**config.mk**
```make
export PLATFORM = sky130hd
export DESIGN_NAME = mw_lsu_writeback
export DESIGN_NICKNAME = d
export VERILOG_FILES = /design/src/rtl/mw_lsu_writeback.sv
export SDC_FILE = /design/constraint.sdc
export NUM_CORES = 1
export LEC_CHECK = 0
export BUFFER_PORTS_ARGS = -buffer_cell sky130_fd_sc_hd__clkbuf_2
export CAP_MARGIN = 0
export CORE_ASPECT_RATIO = 0.8
export CORE_MARGIN = 4
export CORE_UTILIZATION = 53
export CTS_BUF_LIST = sky130_fd_sc_hd__clkbuf_16
export CTS_CLUSTER_DIAMETER = 100
export DETAILED_ROUTE_END_ITERATION = 10
export HOLD_SLACK_MARGIN = 0.03
export MAX_ROUTING_LAYER = met4
export PLACE_DENSITY = 0.87
export SYNTH_ARGS = -nofsm -noshare
export SYNTH_HDL_FRONTEND = slang
export SYNTH_SLANG_ARGS = --single-unit
```
**constraint.sdc**
```tcl
create_clock -name clk -period 8 [get_ports clk]
set_input_delay 0 -clock clk [delete_from_list [all_inputs] [get_ports clk]]
set_output_delay 0 -clock clk [all_outputs]
set_load 0.05 [all_outputs]
```
**src/rtl/mw_lsu_writeback.sv**
```systemverilog
`default_nettype none
// ============================================================================
// Module   : mw_lsu_writeback
// Purpose  : Memory/writeback stage. Consumes the registered MW-stage bundle,
//            performs byte/half/word loads and stores against a multi-cycle
//            data memory (req/ready handshake with timeout abort), drives the
//            register-file write port and stalls the pipeline front while a
//            memory access is outstanding.
// Ports    : clk, rst (async, active-high)
//            pc_mw/inst_mw/alu_mw/wd_mw/wb_sel_mw/reg_wr_mw/wr_en_mw/rd_en_mw
//                                          - MW-stage bundle
//            dmem_req/we/addr/wdata/be     - memory request (held while BUSY)
//            dmem_ready/dmem_rdata         - memory completion and read word
//            rf_we/rf_waddr/rf_wdata       - register-file write port
//            stall, misalign_exc, bus_err  - pipeline control / exceptions
// Revision : 1.0 - initial release
// ============================================================================
module mw_lsu_writeback #(
  parameter int TIMEOUT = 16,
  parameter int XLEN    = 32
) (
  input  logic            clk,
  input  logic            rst,
  input  logic [XLEN-1:0] pc_mw,
  input  logic [31:0]     inst_mw,
  input  logic [XLEN-1:0] alu_mw,
  input  logic [XLEN-1:0] wd_mw,
  input  logic [1:0]      wb_sel_mw,
  input  logic            reg_wr_mw,
  input  logic            wr_en_mw,
  input  logic            rd_en_mw,
  output logic            dmem_req,
  output logic            dmem_we,
  output logic [XLEN-1:0] dmem_addr,
  output logic [XLEN-1:0] dmem_wdata,
  output logic [3:0]      dmem_be,
  input  logic            dmem_ready,
  input  logic [XLEN-1:0] dmem_rdata,
  output logic            rf_we,
  output logic [4:0]      rf_waddr,
  output logic [XLEN-1:0] rf_wdata,
  output logic            stall,
  output logic            misalign_exc,
  output logic            bus_err
);

  typedef enum logic [1:0] {
    S_IDLE = 2'd0,
    S_BUSY = 2'd1,
    S_DONE = 2'd2
  } state_t;

  localparam int CW = $clog2(TIMEOUT + 1);

  state_t          state_q, state_d;
  logic [CW-1:0]   cnt_q, cnt_d;
  logic [XLEN-1:0] addr_q, addr_d;
  logic [XLEN-1:0] wdata_q, wdata_d;
  logic [XLEN-1:0] rdata_q, rdata_d;
  logic [3:0]      be_q, be_d;
  logic            we_q, we_d;
  logic [2:0]      f3_q, f3_d;
  logic [1:0]      off_q, off_d;
  logic [4:0]      rd_q, rd_d;
  logic            reg_wr_q, reg_wr_d;
  logic [1:0]      wb_sel_q, wb_sel_d;
  logic            abort_q, abort_d;

  // Decode of the incoming MW-stage instruction.
  logic [2:0]      f3;
  logic [4:0]      rd;
  logic            mem_op;
  logic            misaligned;
  logic [3:0]      be_new;
  logic [XLEN-1:0] wdata_new;
  logic [XLEN-1:0] rdata_shift;
  logic [XLEN-1:0] load_data;
  logic            unused_ok;

  assign f3     = inst_mw[14:12];
  assign rd     = inst_mw[11:7];
  assign mem_op = wr_en_mw | rd_en_mw;

  // Sizes 10 and the undefined 11 are both treated as word accesses.
  assign misaligned = ((f3[1:0] == 2'b01) & alu_mw[0]) |
                      (f3[1] & (alu_mw[1:0] != 2'b00));

  always_comb begin
    be_new    = 4'b1111;
    wdata_new = wd_mw;
    case (f3[1:0])
      2'b00: begin
        be_new    = 4'b0001 << alu_mw[1:0];
        wdata_new = {4{wd_mw[7:0]}};
      end
      2'b01: begin
        be_new    = 4'b0011 << alu_mw[1:0];
        wdata_new = {2{wd_mw[15:0]}};
      end
      default: begin
        be_new    = 4'b1111;
        wdata_new = wd_mw;
      end
    endcase
  end

  // Extract the addressed byte/half from the captured read word.
  assign rdata_shift = rdata_q >> {off_q, 3'b000};

  always_comb begin
    load_data = rdata_q;
    case (f3_q[1:0])
      2'b00:   load_data = {{(XLEN-8){~f3_q[2] & rdata_shift[7]}},  rdata_shift[7:0]};
      2'b01:   load_data = {{(XLEN-16){~f3_q[2] & rdata_shift[15]}}, rdata_shift[15:0]};
      default: load_data = rdata_q;
    endcase
  end

  // Bits of the instruction word this stage has no use for.
  assign unused_ok = ^{inst_mw[31:15], inst_mw[6:0]};

  always_ff @(posedge clk or posedge rst) begin
    if (rst) begin
      state_q  <= S_IDLE;
      cnt_q    <= '0;
      addr_q   <= '0;
      wdata_q  <= '0;
      rdata_q  <= '0;
      be_q     <= '0;
      we_q     <= 1'b0;
      f3_q     <= '0;
      off_q    <= '0;
      rd_q     <= '0;
      reg_wr_q <= 1'b0;
      wb_sel_q <= '0;
      abort_q  <= 1'b0;
    end else begin
      state_q  <= state_d;
      cnt_q    <= cnt_d;
      addr_q   <= addr_d;
      wdata_q  <= wdata_d;
      rdata_q  <= rdata_d;
      be_q     <= be_d;
      we_q     <= we_d;
      f3_q     <= f3_d;
      off_q    <= off_d;
      rd_q     <= rd_d;
      reg_wr_q <= reg_wr_d;
      wb_sel_q <= wb_sel_d;
      abort_q  <= abort_d;
    end
  end

  always_comb begin
    state_d      = state_q;
    cnt_d        = cnt_q;
    addr_d       = addr_q;
    wdata_d      = wdata_q;
    rdata_d      = rdata_q;
    be_d         = be_q;
    we_d         = we_q;
    f3_d         = f3_q;
    off_d        = off_q;
    rd_d         = rd_q;
    reg_wr_d     = reg_wr_q;
    wb_sel_d     = wb_sel_q;
    abort_d      = abort_q;
    dmem_req     = 1'b0;
    dmem_we      = 1'b0;
    rf_we        = 1'b0;
    rf_waddr     = rd;
    rf_wdata     = '0;
    stall        = 1'b0;
    misalign_exc = 1'b0;
    bus_err      = 1'b0;

    case (state_q)
      S_IDLE: begin
        if (mem_op) begin
          if (misaligned) begin
            misalign_exc = 1'b1;
          end else begin
            stall    = 1'b1;
            addr_d   = {alu_mw[XLEN-1:2], 2'b00};
            wdata_d  = wdata_new;
            be_d     = be_new;
            we_d     = wr_en_mw;        // store wins over a simultaneous load
            f3_d     = f3;
            off_d    = alu_mw[1:0];
            rd_d     = rd;
            reg_wr_d = reg_wr_mw;
            wb_sel_d = wb_sel_mw;
            abort_d  = 1'b0;
            cnt_d    = '0;
            state_d  = S_BUSY;
          end
        end else begin
          rf_we = reg_wr_mw & (rd != 5'd0);
          case (wb_sel_mw)
            2'b00:   rf_wdata = alu_mw;
            2'b10:   rf_wdata = pc_mw + XLEN'(4);
            default: rf_wdata = '0;
          endcase
        end
      end

      S_BUSY: begin
        dmem_req = 1'b1;
        dmem_we  = we_q;
        stall    = 1'b1;
        if (dmem_ready) begin
          rdata_d = dmem_rdata;
          state_d = S_DONE;
        end else if (cnt_q == CW'(TIMEOUT - 1)) begin
          bus_err = 1'b1;
          abort_d = 1'b1;
          state_d = S_DONE;
        end else begin
          cnt_d = cnt_q + CW'(1);
        end
      end

      S_DONE: begin
        rf_waddr = rd_q;
        rf_we    = ~we_q & reg_wr_q & (rd_q != 5'd0) & ~abort_q;
        rf_wdata = (wb_sel_q == 2'b11) ? '0 : load_data;
        cnt_d    = '0;
        state_d  = S_IDLE;
      end

      default: begin
        state_d = S_IDLE;
        cnt_d   = '0;
      end
    endcase
  end

  assign dmem_addr  = addr_q;
  assign dmem_wdata = wdata_q;
  assign dmem_be    = be_q;

endmodule
`default_nettype wire

```
; Word-level counts from Yosys, hierarchy flattened
; Cells that the tools add are included.
[op_classes]
addsub = 2
eq_ne = 13
shift = 3
mux = 36
n_bitwise = 14
reduce_logical = 13
[op_table]
columns = cell, n
row1 = 32-bit case mux with 2 select lines, 4
row2 = 32-bit two-way mux, 2
row3 = 32-bit by 3-bit adder with 32-bit output (second input constant), 1
row4 = 32-bit by 5-bit right shift with 16-bit output, 1
row5 = 5-bit two-way mux, 5
row6 = 1-bit two-way mux, 15
row7 = 2-bit != test (second input constant), 5
row8 = 5-bit case mux with 2 select lines, 1
row9 = 5-bit nonzero test, 2
row10 = 1-bit AND, 8
row11 = 2-bit logical NOT, 4
row12 = 2-bit two-way mux, 4
row13 = 4-bit case mux with 2 select lines, 1
row14 = 2-bit by 1-bit == test with 1-bit output (second input constant), 3
row15 = 2-bit == test (second input constant), 3
row16 = 1-bit case mux with 2 select lines, 3
row17 = 3-bit AND reduction, 2
row18 = 5-bit by 1-bit adder with 5-bit output (second input constant), 1
row19 = 5-bit by 4-bit == test with 1-bit output (second input constant), 1
row20 = 5-bit AND reduction, 1
row21 = 1-bit inverter, 4
row22 = 2-bit case mux with 2 select lines, 1
row23 = 4-bit AND reduction, 1
row24 = 2-bit nonzero test, 2
row25 = 5 further kinds, 6
[totals]
reg_bits = 120
in_bits = 168
out_inout_bits = 111
word_cells = 94

; Logic depth before layout (Yosys ltp)
; Gate-level depths: netlist of the first run.
[logic_depth]
ltp_word = 6
depth_mapped = 8
depth_no_buf = 8

; Worst setup path before layout of the first run
; No wires, ideal clock.
[synth_path]
path_kind = reg2out
start = reg state_q[1]
end = out rf_wdata[19]
arrival_ns = 2.548
setup_slack_ns = 5.452
path_stages_with_launch = 6
path_buffers = 1
path_cell_list = dfrtp_1 > or4_1 > nor2_2 > nand2_1 > clkbuf_1 > o21ai_0
[synth_between]
elab_chain_len = 2
elab_cells_between_ends = 3
classes_between = eq/ne: 1 / mux: 1 / reduce/logical: 1
[synth_rtl]
columns = item, line
row1 = from (decl), 55  ; state_t state_q, state_d;
row2 = from (signal assigned), 138  ; state_q <= state_d;
row3 = 2-bit == test or 2-bit logical NOT (tied branches), 177  ; case (state_q)
row4 = 32-bit case mux with 2 select lines (*), 177
row5 = to (decl), 41  ; output logic [XLEN-1:0] rf_wdata,
; Mark *: on every way between the ends. The rest lies on a longest branch, timed or not.

; Final worst setup path of the first run
[layout_path]
start = reg off_q[0]
end = out rf_wdata[29]
[layout_between]
elab_chain_len = 5
elab_cells_between_ends = 6
classes_between = shift: 1 / mux: 3 / bitwise: 2
[layout_rtl]
columns = item, line
row1 = from (decl), 63  ; logic [1:0] off_q, off_d;
row2 = from (signal assigned), 132  ; off_q <= '0;
row3 = from (signal assigned), 146  ; off_q <= off_d;
row4 = 32-bit by 5-bit right shift with 16-bit output (*), 108  ; assign rdata_shift = rdata_q >> {off_q, 3'b000};
row5 = "1-bit AND, on equally long branches", "114, 113"
row6 = 32-bit case mux with 2 select lines (*), 112  ; case (f3_q[1:0])
row7 = 32-bit two-way mux (*), 226  ; rf_wdata = (wb_sel_q == 2'b11) ? '0 : load_data;
row8 = 32-bit case mux with 2 select lines (*), 177
; Marked as above.

==> out/qor.csv, run 1 <==
metric;value;unit
nets;1278;
syn_area;0.00684;mm^2
synthFlopType;dfrtp_1;
setup_ws;4.53;ns
syn_inst;768;
die_x;135;um
num-fill-cells;798;
dpl.hpwl;16.8;mm
grt_max_degree;102;
post_cts_buffers;0;
grt_pass1_vias;7463;
max-vdd-ir-drop;0.000241;V
period_minus_slack;3.47;ns
areaGrowthSynthToFinish;44.4;%
clock_latency;0.41;ns
fin_crit_sh;0.433;
cts-root-buf;clkbuf_16;
max_slew_margin;0.214;
drt_wl_total;26.5;mm
dieArea;0.0148;mm^2
drt_iter0_drc;854;
syn_area_per_cell;8.90;um^2
dr_total_vias;7514;
grtUsageTotal;0.367;
grt_pass1_wl;40.4;mm
clkTransAtPathRegs;0.05;ns
p_leak;4.85;nW
drive_gt1_frac;0.301;
status;complete, no violations;
cts_tree;done;
multi_input_area;0.00359;mm^2
grt_overflow_total;0;
layout_commonest_cell;clkbuf_2;
regArea;0.00300;mm^2
crit_path_start_kind;register;
hp-class;input port to register;
cts_buffers;17;
numPortBuffers;252;
hold_violations;0;
clock_sinks;120;
mostFrequentLayoutCells;clkbuf_2 (252), nand2_1 (203), dfrtp_1 (120);
max_freq;288;MHz
synth.distinct_cells;57;
cts_max_level;4;
ys_warn_count;0;
drc;0;
cp-end-kind;output pin;
ys_seq_area_frac;0.439;
path_max_fanout;27;
setup_viol;0;
gp_congestion;0.938;
place_ws;5.05;ns
rsz0062_at_grt;false;
powerDensity;365;mW/mm^2
first_pass_iters;6;
ant_nets;0;
rows;36;
synth_edf_count;0;
required;8.00;ns
tns;0;ns
arrival;3.47;ns
async_flop_share;1.00;
worst_pin_slew;1.18;ns
initial_core_util;0.552;
maxCapViolations;0;
vias_per_cell;5.81;
io_pins;279;
cts.path.max_buffers;2;
synth_seq_cells;120;
grt_antenna_before_repair;2;
criticalPathCategory;register to output pin;
die_h;110;um
core-area;0.0124;mm^2
wl_per_cell;20.5;um
fin_skew;0.00934;ns
final_max_slew_viol_count;0;
[critical path: stages (launching register included)]
cell and delay, ns:
dfrtp_1 1.12, mux2i_1 0.23, mux4_2 0.57, nor4_4 0.48, a221oi_1 0.14, o21ai_0 0.18
clkbuf_2 0.34
[flip-flops by register name (all words and copies together), names as in the netlist]
register    count
dmem_wdata     32
dmem_be         4
cnt_q           5
we_q            1
f3_q            3
wb_sel_q        2
dmem_addr      30
rdata_q        32
state_q         2
reg_wr_q        1
off_q           2
rd_q            5
abort_q         1
[per-stage QoR]
stage	hold slack (ns)	instance area (um^2)	utilization	total power [mW]	instances
3_5_place_dp	0.156	8150	0.658	2.71	1148
6_report	0.132	9870	0.797	3.61	1294
3_3_place_gp	0.152	8150	0.658	2.66	1148
2_1_floorplan	0.105	6840	-	2.27	769
5_1_grt	0.149	9870	0.797	3.76	1293
4_1_cts	0.104	9860	0.796	3.54	1291
[final cells by class]
type	count	share of cell area
multi-input combinational	588	0.364
sequential	120	0.304
timing repair buffer	367	0.243
clock buffer	17	0.0431
tap	171	0.0217
clock inverter	15	0.0181
inverter	13	0.00520
antenna	3	0.000761
[synth_stat cells, types with 2 or more instances]
cell / n / share of area
and3_1: 5 / 0.0046
ha_1: 3 / 0.0055
a21o_1: 5 / 0.0055
or4_1: 3 / 0.0033
and2_1: 4 / 0.0037
a211oi_1: 3 / 0.0033
o211ai_1: 9 / 0.0099
nand2_1: 203 / 0.11
and4_1: 3 / 0.0038
a222oi_1: 2 / 0.0029
a221o_1: 4 / 0.0059
dfrtp_1: 120 / 0.44
o221ai_1: 8 / 0.010
xor2_1: 20 / 0.026
a221oi_1: 11 / 0.014
buf_4: 2 / 0.0022
a22oi_1: 2 / 0.0022
mux2i_1: 50 / 0.073
o31ai_1: 2 / 0.0022
xnor2_1: 6 / 0.0077
a21oi_1: 23 / 0.017
o21ai_0: 64 / 0.047
o21a_1: 2 / 0.0022
inv_1: 12 / 0.0066
nor2_1: 44 / 0.024
nor2_2: 4 / 0.0037
nor3_1: 5 / 0.0037
nand4_1: 14 / 0.013
a31oi_1: 2 / 0.0018
nand3_1: 12 / 0.0088
nor4_1: 3 / 0.0027
nand2b_1: 6 / 0.0055
nor3b_1: 3 / 0.0033
o21ai_1: 2 / 0.0015
mux2_2: 37 / 0.061
clkbuf_1: 27 / 0.015
o22ai_1: 6 / 0.0055
buf_2: 17 / 0.012
mux4_2: 2 / 0.0066
[layer usage]
layer | global-route usage | wire length [um]
met5 | - | 0
met4 | 0.163 | 1270
met3 | 0.0942 | 3020
met2 | 0.579 | 12200
met1 | 0.450 | 10000
[worst paths after layout]
check                              start              to  cells past startpoint  slack, ns
min in group asynchronous            rst  dmem_wdata[13]                      3       0.28
min reg2reg                dmem_addr[28]   dmem_addr[28]                      2       0.47
max reg2reg                   state_q[0]  dmem_wdata[13]                      4       5.61
max                             off_q[0]    rf_wdata[29]                      6       4.53
min                          inst_mw[12]         f3_q[0]                      3       0.13
max in group asynchronous            rst   dmem_addr[26]                      4       6.39
[report_power, final]
group | leakage (nW) | switching [mW] | total (mW) | internal [mW]
clock network | 0.296 | 0.295 | 0.786 | 0.491
registers | 1.47 | 0.289 | 1.16 | 0.871
logic | 3.08 | 1.19 | 1.66 | 0.473
[cell families after synthesis]
| logic type | share of synthesized area |
|---|---|
| AND/OR/NAND/NOR | 0.203 |
| adder cells (fa/ha/maj) | 0.00549 |
| XOR/XNOR | 0.0333 |
| AO/OA/AOI/OAI | 0.137 |
| other | 0.000548 |
| multiplexers | 0.142 |
| buffers and inverters | 0.0388 |
| flip-flops | 0.439 |
[timing repair]
action / in CTS / in global routing
resized for setup: 0 / 0
hold buffers: 111 / 0
endpoints found under the hold margin: 168 / 0
(Power assumes the default switching activity.)
==> run 2: changes to the inputs <==
--- a/config.mk
+++ b/config.mk
@@ -5,17 +5,18 @@
 export SDC_FILE = /design/constraint.sdc
 export NUM_CORES = 1
 export LEC_CHECK = 0
+export ABC_AREA = 1
 export BUFFER_PORTS_ARGS = -buffer_cell sky130_fd_sc_hd__clkbuf_2
 export CAP_MARGIN = 0
 export CORE_ASPECT_RATIO = 0.8
 export CORE_MARGIN = 4
-export CORE_UTILIZATION = 53
+export CORE_UTILIZATION = 45
 export CTS_BUF_LIST = sky130_fd_sc_hd__clkbuf_16
 export CTS_CLUSTER_DIAMETER = 100
 export DETAILED_ROUTE_END_ITERATION = 10
 export HOLD_SLACK_MARGIN = 0.03
 export MAX_ROUTING_LAYER = met4
-export PLACE_DENSITY = 0.87
+export PLACE_DENSITY = 0.78
 export SYNTH_ARGS = -nofsm -noshare
 export SYNTH_HDL_FRONTEND = slang
 export SYNTH_SLANG_ARGS = --single-unit
==> constraint.sdc (replaced) <==
create_clock -name clk -period 3 [get_ports clk]
set_input_delay 0 -clock clk [delete_from_list [all_inputs] [get_ports clk]]
set_output_delay 0 -clock clk [all_outputs]
set_load 0.05 [all_outputs]
==> run 2 against run 1 <==
Worst hold slack got worse by 0.052 ns. Final cell count increased by 26%. Final area increased by 4.5%. Utilization decreased by 14 points. Sequential share of layout area decreased by 1.3 points.
==> out/qor.csv, run 2 <==
metric;value;unit;change
status;complete, no violations;;
cts_buffers;17;;unchanged
ys_warn_count;0;;unchanged
mostFrequentLayoutCells;nand2_1 (377), clkbuf_2 (252), dfrtp_1 (120);;
numPortBuffers;252;;unchanged
nets;1571;;+23%
post_cts_buffers;0;;unchanged
syn_inst;1048;;+36%
cts_max_level;4;;unchanged
grt_overflow_total;0;;unchanged
synth_seq_cells;120;;unchanged
tns;0;ns;unchanged
final_max_slew_viol_count;0;;unchanged
synth.distinct_cells;37;;-35%
crit_path_start_kind;register;;
grt_pass1_wl;43.8;mm;+8.4%
power;9.93;mW;+180%
fin_crit_sh;0.910;;
synth_most_common_cell;nand2_1;;
regArea;0.00300;mm^2;unchanged
p_leak;5.47;nW;+13%
initial_core_util;0.458;;-0.0939
clock_sinks;120;;unchanged
synth_area_leaders;dfrtp_1 (42%), nand2_1 (20%), nor2_1 (5.5%);;
drt_wl_total;27.8;mm;+5.0%
grtUsageTotal;0.319;;-0.0477
core-area;0.0157;mm^2;+27%
areaGrowthSynthToFinish;43.4;%;
setup_ws;0.269;ns;-4.26 ns
first_pass_iters;7;;+1
place_ws;0.771;ns;-4.28 ns
io_pins;279;;unchanged
grt_pass1_vias;8323;;+12%
async_flop_share;1.00;;unchanged
path_max_fanout;18;;-33%
cts-root-buf;clkbuf_16;;
maxCapViolations;0;;unchanged
max_slew_margin;0.419;;+0.204
path_common_cell;nand2_1;;
die_h;121;um;+10%
syn_area_per_cell;6.86;um^2;-23%
drive_gt1_frac;0.232;;-0.0688
gp_congestion;0.942;;+0.42%
multi_input_area;0.00362;mm^2;+0.94%
dpl.hpwl;19.0;mm;+13%
crit_chain;inv_1 -> nand2_1 -> a21oi_2 -> buf_4 -> clkinv_1 -> a21oi_1 -> nand2_1 -> nand2_1 -> clkbuf_2;;
max-vdd-ir-drop;0.000575;V;+140%
max_freq;366;MHz;
num-fill-cells;1321;;+66%
wl_per_cell;17.1;um;-17%
worst_pin_slew;0.870;ns;-0.308 ns
dieArea;0.0181;mm^2;+22%
powerDensity;962;mW/mm^2;+160%
period_minus_slack;2.73;ns;
synthFlopType;dfrtp_1;;
synth_edf_count;0;;unchanged
layout_commonest_cell;nand2_1;;
syn_area;0.00719;mm^2;+5.2%
rows;41;;+14%
grt_antenna_before_repair;0;;-2
arrival;2.73;ns;-0.74 ns
synth_top_cells_by_count;nand2_1 (377), dfrtp_1 (120), nor2_1 (106), inv_1 (83), a21oi_1 (74);;
clkTransAtPathRegs;0.06;ns;about the same
dr_total_vias;8504;;+13%
cts_tree;done;;
yosys.area.top_type_share;0.418;;-0.0216
clock_latency;0.42;ns;about the same
cp_slowest_cell;clkinv_1;;
drt_iter0_drc;623;;-27%
hp-class;input port to register;;
ant_nets;0;;unchanged
yosysTopAreaCell;dfrtp_1;;
drc;0;;unchanged
cts.path.max_buffers;2;;unchanged
die_x;149;um;+11%
rsz0062_at_grt;false;;
slowest_delay;0.43;ns;-0.69 ns
fin_skew;0.00996;ns;+0.000618 ns
antenna_cells;0;;-3
vias_per_cell;5.22;;-10%
cp-end-kind;output pin;;
ys_seq_area_frac;0.418;;-0.0216
criticalPathCategory;register to output pin;;
grt_max_degree;56;;-45%
setup_viol;0;;unchanged
hold_violations;0;;unchanged
required;3.00;ns;-5.00 ns
## run 2: cell count changes in the layout (fill, tap and decap cells not counted), sizes merged, moves of 8 or more
| cell | delta |
|---|---|
| o221ai | -8 |
| nand4 | -12 |
| a221oi | -11 |
| a21oi | +52 |
| inv | +72 |
| o21ai | +54 |
| mux2i | -50 |
| xor2 | -16 |
| nor2 | +62 |
| mux2 | -22 |
| nand3 | +42 |
| nand2 | +174 |
## run 2: metal layers
layer  global-route usage  wire, um
met2                0.489     12800
met5                    -         0
met3               0.0695      2420
met4                0.141      1220
met1                0.409     11400
## run 2: worst max-delay path: cells and delay by family, from the launching register on
family | cells | cell delay (ns)
buffers and inverters | 4 | 1.01
AOI/OAI and AO/OA | 2 | 0.50
and+or+nand+nor | 3 | 0.41
DFF | 1 | 0.37
## run 2: worst paths after layout
check | slack [ns] | end | from | depth (start not counted)
setup / recovery | 0.27 | rf_wdata[17] | state_q[0] | 9
hold / removal | 0.08 | f3_q[0] | inst_mw[12] | 3
setup reg to reg | 0.48 | dmem_wdata[18] | state_q[1] | 6
hold reg to reg | 0.48 | dmem_addr[25] | dmem_addr[25] | 2
max in group asynchronous | 1.79 | dmem_wdata[2] | rst | 4
min in group asynchronous | 0.29 | dmem_wdata[21] | rst | 3
## run 2: cells by family after synthesis
family                   Yosys count  synth area share
AO/OA/AOI/OAI                    215             0.158
adder cells (fa/ha/maj)            3           0.00522
other                              1          0.000521
XOR/XNOR                           4           0.00487
buffers and inverters            136            0.0804
flip-flops                       120             0.418
AND/OR/NAND/NOR                  553             0.309
multiplexers                      16            0.0251
## run 2: layout make-up
cell class                      count  share of cell area
Multi-Input combinational cell    793               0.351
Sequential cell                   120               0.291
Timing Repair Buffer              379               0.244
Clock buffer                       17              0.0412
Inverter                           89              0.0330
Tap cell                          215              0.0261
Clock inverter                     15              0.0133
## run 2: per-stage QoR
step           utilization  cell area [um^2]  hold WS (ns)  instances
6_report             0.657             10300        0.0798       1628
5_1_grt              0.657             10300        0.0788       1628
4_1_cts              0.657             10300        0.0650       1628
3_5_place_dp         0.547              8590         0.198       1480
3_3_place_gp         0.547              8590         0.193       1480
2_1_floorplan            -              7200         0.110       1049
## run 2: what timing repair did
item | in CTS | in global routing
endpoints found under the hold margin | 148 | 0
endpoints found under the setup margin | 0 | 1
resized for setup | 0 | 2
hold buffers | 116 | 0
## run 2: power by group
part           total (mW)  switching [mW]  internal (mW)
Sequential           2.92           0.563           2.36
Combinational        5.02            3.73           1.29
Clock                1.99           0.780           1.21
Total                9.93            5.07           4.85
==> run 3: changes to the inputs <==
--- a/config.mk
+++ b/config.mk
@@ -5,18 +5,17 @@
 export SDC_FILE = /design/constraint.sdc
 export NUM_CORES = 1
 export LEC_CHECK = 0
-export ABC_AREA = 1
 export BUFFER_PORTS_ARGS = -buffer_cell sky130_fd_sc_hd__clkbuf_2
 export CAP_MARGIN = 0
 export CORE_ASPECT_RATIO = 0.8
 export CORE_MARGIN = 4
-export CORE_UTILIZATION = 45
+export CORE_UTILIZATION = 44
 export CTS_BUF_LIST = sky130_fd_sc_hd__clkbuf_16
 export CTS_CLUSTER_DIAMETER = 100
 export DETAILED_ROUTE_END_ITERATION = 10
 export HOLD_SLACK_MARGIN = 0.03
 export MAX_ROUTING_LAYER = met4
-export PLACE_DENSITY = 0.78
+export PLACE_DENSITY = 0.77
 export SYNTH_ARGS = -nofsm -noshare
 export SYNTH_HDL_FRONTEND = slang
 export SYNTH_SLANG_ARGS = --single-unit
==> run 3 against run 2 <==
Count of clock-buffer cells in the layout unchanged. Combinational power down 11%. Setup slack worse by 0.15 ns. Worst hold slack worse by 0.024 ns. Global-route usage down 3.0 points. Utilization up 0.70 points. Sequential power up 3%. Critical endpoint is now rf_wdata[25]. Highest routed layer unchanged.
==> out/qor.csv, run 3 (synthesis gave the netlist of run 1 again) <==
metric;value;unit;change
cp-end-kind;output pin;;
worst_pin_slew;0.840;ns;-0.0294 ns
stdcell_area;0.0100;mm^2;-2.7%
cp_slowest_cell;mux4_2;;
drt_iter0_drc;653;;+4.8%
core-area;0.0151;mm^2;-3.7%
path_max_fanout;10;;-8
initial_core_util;0.452;;-0.00575
crit_path_start;off_q[0];;
post_cts_buffers;0;;unchanged
multi_input_area;0.00359;mm^2;-0.79%
place_area;0.00832;mm^2;-3.1%
grt_pass1_wl;38.5;mm;-12%
crit_buf_inv;2;;-2
dpl.hpwl;17.4;mm;-8.3%
max-vdd-ir-drop;0.000559;V;-2.8%
num-fill-cells;1214;;-8.1%
io_pins;279;;unchanged
grt_pass1_vias;6928;;-17%
grt_overflow_total;0;;unchanged
required;3.00;ns;about the same
numPortBuffers;252;;unchanged
p_leak;4.92;nW;-10%
period_minus_slack;2.88;ns;+0.152 ns
grtUsageTotal;0.289;;-0.0296
vias_per_cell;5.49;;+5.2%
powerDensity;959;mW/mm^2;-0.32%
mostFrequentLayoutCells;clkbuf_2 (252), nand2_1 (203), dfrtp_1 (120);;
layout_commonest_cell;clkbuf_2;;
regArea;0.00300;mm^2;unchanged
rows;40;;-2.4%
maxCapViolations;0;;unchanged
hold_path_startpoint;rd_en_mw;;
cts_buffers;17;;unchanged
setup_viol;0;;unchanged
crit_path_start_kind;register;;
wl_per_cell;18.8;um;+10%
fin_skew;0.0130;ns;+0.00303 ns
antenna_cells;0;;unchanged
first_pass_iters;6;;-1
criticalPathCategory;register to output pin;;
cts-root-buf;clkbuf_16;;
dieArea;0.0176;mm^2;-2.6%
max_freq;347;MHz;-5.3%
grt_antenna_before_repair;0;;unchanged
die_h;120;um;-1.3%
nets;1290;;-18%
clock_sinks;120;;unchanged
cts.path.max_buffers;2;;unchanged
die_x;147;um;-1.3%
rsz0062_at_grt;false;;
areaGrowthSynthToFinish;46.8;%;
dr_total_vias;7366;;-13%
max_slew_margin;0.435;;+0.0157
drc;0;;unchanged
final_max_slew_viol_count;0;;unchanged
cts_tree;done;;
drt_wl_total;25.2;mm;-9.4%
reg2reg_from;state_q[0];;
fin_crit_sh;0.961;;+0.0505
arrival;2.88;ns;+0.15 ns
crit_family;multiplexers;;
drive_gt1_frac;0.308;;+0.0756
clkTransAtPathRegs;0.06;ns;about the same
gp_congestion;0.969;;+2.9%
ant_nets;0;;unchanged
clock_latency;0.42;ns;about the same
hold_violations;0;;unchanged
status;complete, no violations;;
hp-class;input port to register;;
crit_chain;buf_4 -> mux2i_1 -> mux4_2 -> nor4_4 -> a221oi_1 -> o21ai_0 -> clkbuf_2;;
fin_hold_ws;0.0554;ns;-0.0244 ns
slowest_delay;0.51;ns;+0.08 ns
grt_max_degree;73;;+30%
cts_max_level;4;;unchanged
tns;0;ns;unchanged
[run 3: cell types whose count changed in the layout (fill, tap and decap cells not counted), moves of 12 or more]
cell,change
nand2_1,-174
inv_1,-70
nor2_1,-63
a21oi_1,-51
mux2i_1,+50
o21ai_1,-50
nand3_1,-39
mux2_2,+21
xor2_1,+16
nand4_1,+12
[run 3: final timing paths]
path / end / slack, ns / depth (start not counted)
max in group asynchronous: dmem_addr[29] / 1.91 / 4
min in group asynchronous: dmem_wdata[12] / 0.25 / 3
hold / removal: cnt_q[3] / 0.06 / 5
setup reg to reg: dmem_be[0] / 0.45 / 7
setup / recovery: rf_wdata[25] / 0.12 / 7
hold reg to reg: dmem_addr[31] / 0.47 / 2
[run 3: worst min-delay path, cell delays in order]
cell and delay (ns):
clkbuf_2 0.10, nor4_1 0.05, buf_4 0.14, nand2_1 0.05, o21ai_0 0.07
[run 3: power by group]
group	leakage (nW)	switching [mW]	internal, mW
clock	0.295	0.761	1.38
sequential	1.47	0.676	2.32
combinational	3.15	3.18	1.31
total	4.92	4.61	5.01
[run 3: layout make-up]
cell class                      count  area share
Multi-Input combinational cell    588       0.358
Clock buffer                       17      0.0424
Tap cell                          210      0.0262
Inverter                           13     0.00524
Sequential cell                   120       0.299
Clock inverter                     14      0.0184
Timing Repair Buffer              379       0.251
[run 3: metrics by stage]
| stage | total power, mW | worst slack, ns | utilization | cells |
|---|---|---|---|---|
| 5_1_grt | 10.1 | 0.0160 | 0.664 | 1341 |
| 4_1_cts | 9.59 | 0.0867 | 0.664 | 1341 |
| 2_1_floorplan | 6.06 | 0.452 | - | 769 |
| 3_5_place_dp | 7.30 | 0.532 | 0.550 | 1200 |
| 6_report | 9.63 | 0.117 | 0.664 | 1341 |
| 3_3_place_gp | 7.22 | 0.565 | 0.550 | 1200 |
[run 3: per-layer routing]
metal,vias up,track usage,part of all wire
met5,-,-,0
met4,0,0.101,0.029
met3,58,0.0612,0.090
met2,380,0.430,0.45
met1,3523,0.396,0.43
li1,3405,-,-
[run 3: repair_timing]
item,CTS,global route
hold buffers,110,0
endpoints found under the hold margin,142,0
resized for setup,0,1
setup endpoints to repair,0,11
